**src/rtl/cordic_pkg.sv**
```systemverilog
// Shared definitions for the pipelined CORDIC: mode encodings, arctangent
// table and width helpers.
package cordic_pkg;

  localparam int MAX_STAGES = 20;

  typedef enum logic {
    ROT = 1'b0,
    VEC = 1'b1
  } mode_e;

  function automatic int iw_of(input int dat_w);
    return dat_w + 2;
  endfunction

  // atan(2^-i) as a fraction of a full turn, scaled by 2^32.
  function automatic longint atan32(input int i);
    case (i)
      0:  return 32'h2000_0000;
      1:  return 32'h12E4_051E;
      2:  return 32'h09FB_385B;
      3:  return 32'h0511_11D4;
      4:  return 32'h028B_0D43;
      5:  return 32'h0145_D7E1;
      6:  return 32'h00A2_F61E;
      7:  return 32'h0051_7C55;
      8:  return 32'h0028_BE53;
      9:  return 32'h0014_5F2F;
      10: return 32'h000A_2F98;
      11: return 32'h0005_17CC;
      12: return 32'h0002_8BE6;
      13: return 32'h0001_45F3;
      14: return 32'h0000_A2FA;
      15: return 32'h0000_517D;
      16: return 32'h0000_28BE;
      17: return 32'h0000_145F;
      18: return 32'h0000_0A30;
      19: return 32'h0000_0518;
      default: return 0;
    endcase
  endfunction

  // Round the 32-bit turn fraction down to ANG_W bits.
  function automatic int atan_val(input int ang_w, input int i);
    if (ang_w >= 32) return int'(atan32(i));
    return int'((atan32(i) + (64'sd1 <<< (31 - ang_w))) >>> (32 - ang_w));
  endfunction

endpackage

```
**src/rtl/cordic_stage.sv**
```systemverilog
// One registered CORDIC micro-rotation; valid and mode ride along so each
// sample is steered by its own mode bit.
module cordic_stage
  import cordic_pkg::*;
#(
  parameter int IW       = 18,
  parameter int ANG_W    = 16,
  parameter int SHIFT    = 0,
  parameter int ATAN_VAL = 0
) (
  input  logic                    clk,
  input  logic                    rst,
  input  logic                    stall,
  input  logic                    val,
  input  logic                    mode,
  input  logic signed [IW-1:0]    x,
  input  logic signed [IW-1:0]    y,
  input  logic signed [ANG_W-1:0] z,
  output logic                    val_reg,
  output logic                    mode_reg,
  output logic signed [IW-1:0]    x_reg,
  output logic signed [IW-1:0]    y_reg,
  output logic signed [ANG_W-1:0] z_reg
);

  localparam logic signed [ANG_W-1:0] ATAN_C = ANG_W'(ATAN_VAL);

  logic signed [IW-1:0] x_sh;
  logic signed [IW-1:0] y_sh;
  logic                 pos;

  assign x_sh = x >>> SHIFT;
  assign y_sh = y >>> SHIFT;
  // d = +1: rotation drives z toward zero, vectoring drives y toward zero
  assign pos  = (mode == VEC) ? y[IW-1] : ~z[ANG_W-1];

  always_ff @(posedge clk or posedge rst) begin
    if (rst) begin
      val_reg  <= 1'b0;
      mode_reg <= 1'b0;
      x_reg    <= '0;
      y_reg    <= '0;
      z_reg    <= '0;
    end else if (!stall) begin
      val_reg  <= val;
      mode_reg <= mode;
      if (pos) begin
        x_reg <= x - y_sh;
        y_reg <= y + x_sh;
        z_reg <= z - ATAN_C;
      end else begin
        x_reg <= x + y_sh;
        y_reg <= y - x_sh;
        z_reg <= z + ATAN_C;
      end
    end
  end

endmodule

```
**src/rtl/cordic_pipe.sv**
```systemverilog
// Fully pipelined CORDIC (rotation / vectoring per sample) with quadrant
// pre-rotation and a global stall.
module cordic_pipe
  import cordic_pkg::*;
#(
  parameter int DAT_W  = 16,
  parameter int ANG_W  = 16,
  parameter int STAGES = 14
) (
  input  logic                     Clk_i,
  input  logic                     Rst_i,
  input  logic                     Stall_i,
  input  logic                     Val_i,
  input  logic                     Mode_i,
  input  logic signed [DAT_W-1:0]  X_i,
  input  logic signed [DAT_W-1:0]  Y_i,
  input  logic signed [ANG_W-1:0]  Z_i,
  output logic                     Val_o,
  output logic                     Mode_o,
  output logic signed [DAT_W+1:0]  X_o,
  output logic signed [DAT_W+1:0]  Y_o,
  output logic signed [ANG_W-1:0]  Z_o
);

  localparam int IW = iw_of(DAT_W);

  logic signed [IW-1:0]    x_ext;
  logic signed [IW-1:0]    y_ext;
  logic                    flip;
  logic                    p_val_reg;
  logic                    p_mode_reg;
  logic signed [IW-1:0]    p_x_reg;
  logic signed [IW-1:0]    p_y_reg;
  logic signed [ANG_W-1:0] p_z_reg;

  logic [STAGES:0]            val_c;
  logic [STAGES:0]            mode_c;
  logic [STAGES:0][IW-1:0]    x_c;
  logic [STAGES:0][IW-1:0]    y_c;
  logic [STAGES:0][ANG_W-1:0] z_c;

  assign x_ext = {{(IW-DAT_W){X_i[DAT_W-1]}}, X_i};
  assign y_ext = {{(IW-DAT_W){Y_i[DAT_W-1]}}, Y_i};
  // Move the vector into the right half-plane so the iterations converge
  assign flip  = (Mode_i == VEC) ? X_i[DAT_W-1] : (Z_i[ANG_W-1] ^ Z_i[ANG_W-2]);

  always_ff @(posedge Clk_i or posedge Rst_i) begin
    if (Rst_i) begin
      p_val_reg  <= 1'b0;
      p_mode_reg <= 1'b0;
      p_x_reg    <= '0;
      p_y_reg    <= '0;
      p_z_reg    <= '0;
    end else if (!Stall_i) begin
      p_val_reg  <= Val_i;
      p_mode_reg <= Mode_i;
      if (flip) begin
        p_x_reg <= -x_ext;
        p_y_reg <= -y_ext;
        p_z_reg <= {~Z_i[ANG_W-1], Z_i[ANG_W-2:0]};
      end else begin
        p_x_reg <= x_ext;
        p_y_reg <= y_ext;
        p_z_reg <= Z_i;
      end
    end
  end

  assign val_c[0]  = p_val_reg;
  assign mode_c[0] = p_mode_reg;
  assign x_c[0]    = p_x_reg;
  assign y_c[0]    = p_y_reg;
  assign z_c[0]    = p_z_reg;

  generate
    for (genvar gi = 0; gi < STAGES; gi++) begin : g_stage
      cordic_stage #(
        .IW       (IW),
        .ANG_W    (ANG_W),
        .SHIFT    (gi),
        .ATAN_VAL (atan_val(ANG_W, gi))
      ) u_stage (
        .clk      (Clk_i),
        .rst      (Rst_i),
        .stall    (Stall_i),
        .val      (val_c[gi]),
        .mode     (mode_c[gi]),
        .x        (x_c[gi]),
        .y        (y_c[gi]),
        .z        (z_c[gi]),
        .val_reg  (val_c[gi+1]),
        .mode_reg (mode_c[gi+1]),
        .x_reg    (x_c[gi+1]),
        .y_reg    (y_c[gi+1]),
        .z_reg    (z_c[gi+1])
      );
    end
  endgenerate

  assign Val_o  = val_c[STAGES];
  assign Mode_o = mode_c[STAGES];
  assign X_o    = x_c[STAGES];
  assign Y_o    = y_c[STAGES];
  assign Z_o    = z_c[STAGES];

endmodule

```
**config.mk**
```make
export PLATFORM = sky130hd
export DESIGN_NAME = cordic_pipe
export DESIGN_NICKNAME = d
export VERILOG_FILES = /design/src/rtl/cordic_pkg.sv /design/src/rtl/cordic_stage.sv /design/src/rtl/cordic_pipe.sv
export SDC_FILE = /design/constraint.sdc
export NUM_CORES = 2
export LEC_CHECK = 0
export ABC_CLOCK_PERIOD_IN_PS = 32299
export BUFFER_PORTS_ARGS = -buffer_cell sky130_fd_sc_hd__buf_4
export CAP_MARGIN = 5
export CORE_ASPECT_RATIO = 1.5
export CORE_MARGIN = 2
export CORE_UTILIZATION = 40
export CTS_CLUSTER_DIAMETER = 60
export CTS_CLUSTER_SIZE = 16
export DETAILED_ROUTE_END_ITERATION = 10
export HOLD_SLACK_MARGIN = 0.15
export PLACE_DENSITY_LB_ADDON = 0.15
export SYNTH_ARGS = -nofsm -noshare
export SYNTH_HDL_FRONTEND = slang
export SYNTH_SLANG_ARGS = --single-unit
```
**constraint.sdc**
```tcl
create_clock -name Clk_i -period 32.3 [get_ports Clk_i]
set_input_delay 6.46 -clock Clk_i [delete_from_list [all_inputs] [get_ports Clk_i]]
set_output_delay 6.46 -clock Clk_i [all_outputs]
set_load 0.01 [all_outputs]
```
==> reports/metrics.cfg <==
[logic_synthesis]
yosysMostFrequentCell=nand2_1
synth_top_family_by_area=compound AO/OA/AOI/OAI gates
synth_mux_area_frac=0.0381
ys_top_cells_by_area=dfrtp_1 (31%), ha_1 (14%), o21ai_0 (6.8%)
netlist_top_cells_count=nand2_1 (970), o21ai_0 (894), dfrtp_1 (809)
ys.flop_type=dfrtp_1
synth_simple_gate_area_frac=0.146
netlist_area_sq_mm=0.0662
syn_avg_cell_area_sq_um=8.57
synth_seq_cells=809
yosysSeqAreaShare=0.306
synth_xor_xnor_area_share=0.107
synth.top_cell.area_share=0.306
synth_compound_area_frac=0.220
ys_types=82
async_reset_ff_frac=1.00
yosys.area.top_type=dfrtp_1
syn_nets=8539
synth_edf_count=0
synth-adder-area-share=0.150
ys_warn_count=0
synth_cells=7718

[cts]
clk_pin_slew_worst_paths_ps=70
clk_latency_ps=730
hold_buffers=0
cts.htree.levels=3
cts-root-buf=clkbuf_16
ctsResizeCount=0
numCtsBuffers=91
cts_tree=built
clock_path_buffers=3
cts.sinks=809
cts_setup_buffers=0

[placement]
port_buffers=106
dp.final_hpwl_mm=145
gp_congestion=0.896

[route]
drc=0
wl_per_cell_um=18.7
num_vias=54908
dr.first_iter.drc_count=2560
finalWirelength_mm=187
viasPerCell=5.50
antenna_left=0
dr.pass1.iters=6

[floorplanning]
row_count=182
core_sq_mm=0.164
die_w_um=336
die_height_um=502
dieArea_sq_mm=0.169
ios=107
initial_core_util=0.403

[worst_hold_path]
holdPathStages=2
min_path_type=reg2reg

[status]
status=complete, but fails checks
violations=max-capacitance violations

[global_route]
first_global_vias=54981
grt-ovfl-total=0
track_usage=0.220
antenna_found_initial=1
grt_pass1_wl_mm=298
grt_max_degree=217

[cells_and_area]
syn2layout_area_growth_pct=9.34
nNetsFinal=8522
largest_reg_flops=252
n_fill_cell=16219
fin_util=0.441
drive_above_1_share=0.0695

[worst_setup_path]
max_stage_delay_ps=830
rr_worst_depth=13
critPathMostFrequentCell=buf_4
worst_path_dominant_cell_family=buffers and inverters
path_cells=buf_8, buf_4, buf_4, buf_4, buf_4, or4_1, o21ai_0, a211oi_1, nand3_1
cp_slowest_cell=buf_4
cp.required_ps=32900
path_max_fanout=104
path_class=in2reg
critPathLaunchType=primary input
critical_path_arrival_ps=10680
path_buf_inv=5
endpoint_kind=flop
worstSetupPathDepth=9

[sta]
fin_crit_ps=10070
grt_setup_unrepaired=no
fin_crit_sh=0.312
timing.hold.ws_ps=488
final_max_slew_viol_count=0
fin_worst_skew_ps=32.8
clock.fmax_ghz=0.0993
hold_viol=0
slew-limit-headroom=0.00597
setup_violations=0
worstMarginPinSlew_ps=1450
finalSetupTns_ps=0

[run]
max-cap-violations=1

-- cell usage in the layout, fill, tap and decap left out, drive strengths merged, types with 16 or more instances in the layout --
cell type  count
a2111oi       30
a211o         24
a211oi        89
a21boi        21
a21o         198
a21oi        612
a221oi        30
a31oi         62
and2          17
and3          54
buf          140
clkbuf       104
clkinv        31
dfrtp        809
fa            43
ha           725
inv          352
mux2         182
mux2i         47
nand2        970
nand2b       111
nand3        116
nand4         40
nor2         409
nor2b         73
nor3         151
nor4          48
o211ai        41
o21a          79
o21ai        898
o21bai        58
o311ai        16
o31ai        101
o41ai         20
or3           44
or4           21
xnor2        432
xor2         375
-- kinds of logic (layout without fill, tap and decap cells) --
group | count (synthesis) | count (layout)
AO/OA/AOI/OAI | 2406 | 2406
XOR/XNOR | 807 | 807
adder cells (fa/ha/maj) | 768 | 768
buffers and inverters | 580 | 636
flip-flops | 809 | 809
multiplexers | 229 | 229
other | 0 | 2
AND/OR/NAND/NOR | 2119 | 2119
-- final cells by class --
type	instances	area, sq um	area share
multi-input cells	6329	43700	0.605
clock inverters	62	779	0.0108
clock buffers	104	2430	0.0336
repair buffers	140	1120	0.0155
flip-flops and latches	809	20200	0.280
diodes	2	5.00	0.0000692
well taps	2208	2760	0.0382
inverters	330	1250	0.0173
-- routing by layer --
| layer | share of wire | GRT usage |
|---|---|---|
| met4 | 0.047 | 0.102 |
| met2 | 0.53 | 0.417 |
| met5 | 0 | 0 |
| met3 | 0.023 | 0.0189 |
| met1 | 0.40 | 0.247 |
-- metrics by stage --
| stage | area, sq um | worst slack [ps] | std cells |
|---|---|---|---|
| floorplan | 66200 | 3120 | 7718 |
| global placement | 69100 | 21460 | 9816 |
| detailed placement | 69100 | 21460 | 9816 |
| CTS | 72300 | 22260 | 9982 |
| global route | 72300 | 21750 | 9983 |
| finish | 72300 | 22230 | 9984 |
-- final timing paths --
path / from / slack [ps] / to
worst min register to register: g_stage[13].u_stage.z_reg[10] / 490 / g_stage[13].u_stage.z_reg[10]
min in group asynchronous: Rst_i / 5810 / g_stage[7].u_stage.y_reg[15]
max in group asynchronous: Rst_i / 23500 / p_x_reg[3]
worst max register to register: g_stage[5].u_stage.y_reg[17] / 26960 / g_stage[6].u_stage.y_reg[17]
worst min-delay path: g_stage[13].u_stage.z_reg[10] / 490 / g_stage[13].u_stage.z_reg[10]
worst max-delay path: Stall_i / 22230 / g_stage[11].u_stage.x_reg[15]
-- worst register-to-register path: cells and delay by family (launching register included) --
family / cells / cell delay, ps
multiplexers: 1 / 470
XOR/XNOR: 2 / 500
AO/OA/AOI/OAI: 6 / 2650
buffers and inverters: 3 / 590
adder cells (fa/ha/maj): 1 / 360
flip-flops: 1 / 630
Power is left out: the tool's default activity adds up to more than one toggle a clock period on the data nets, which glitch-free logic cannot reach.
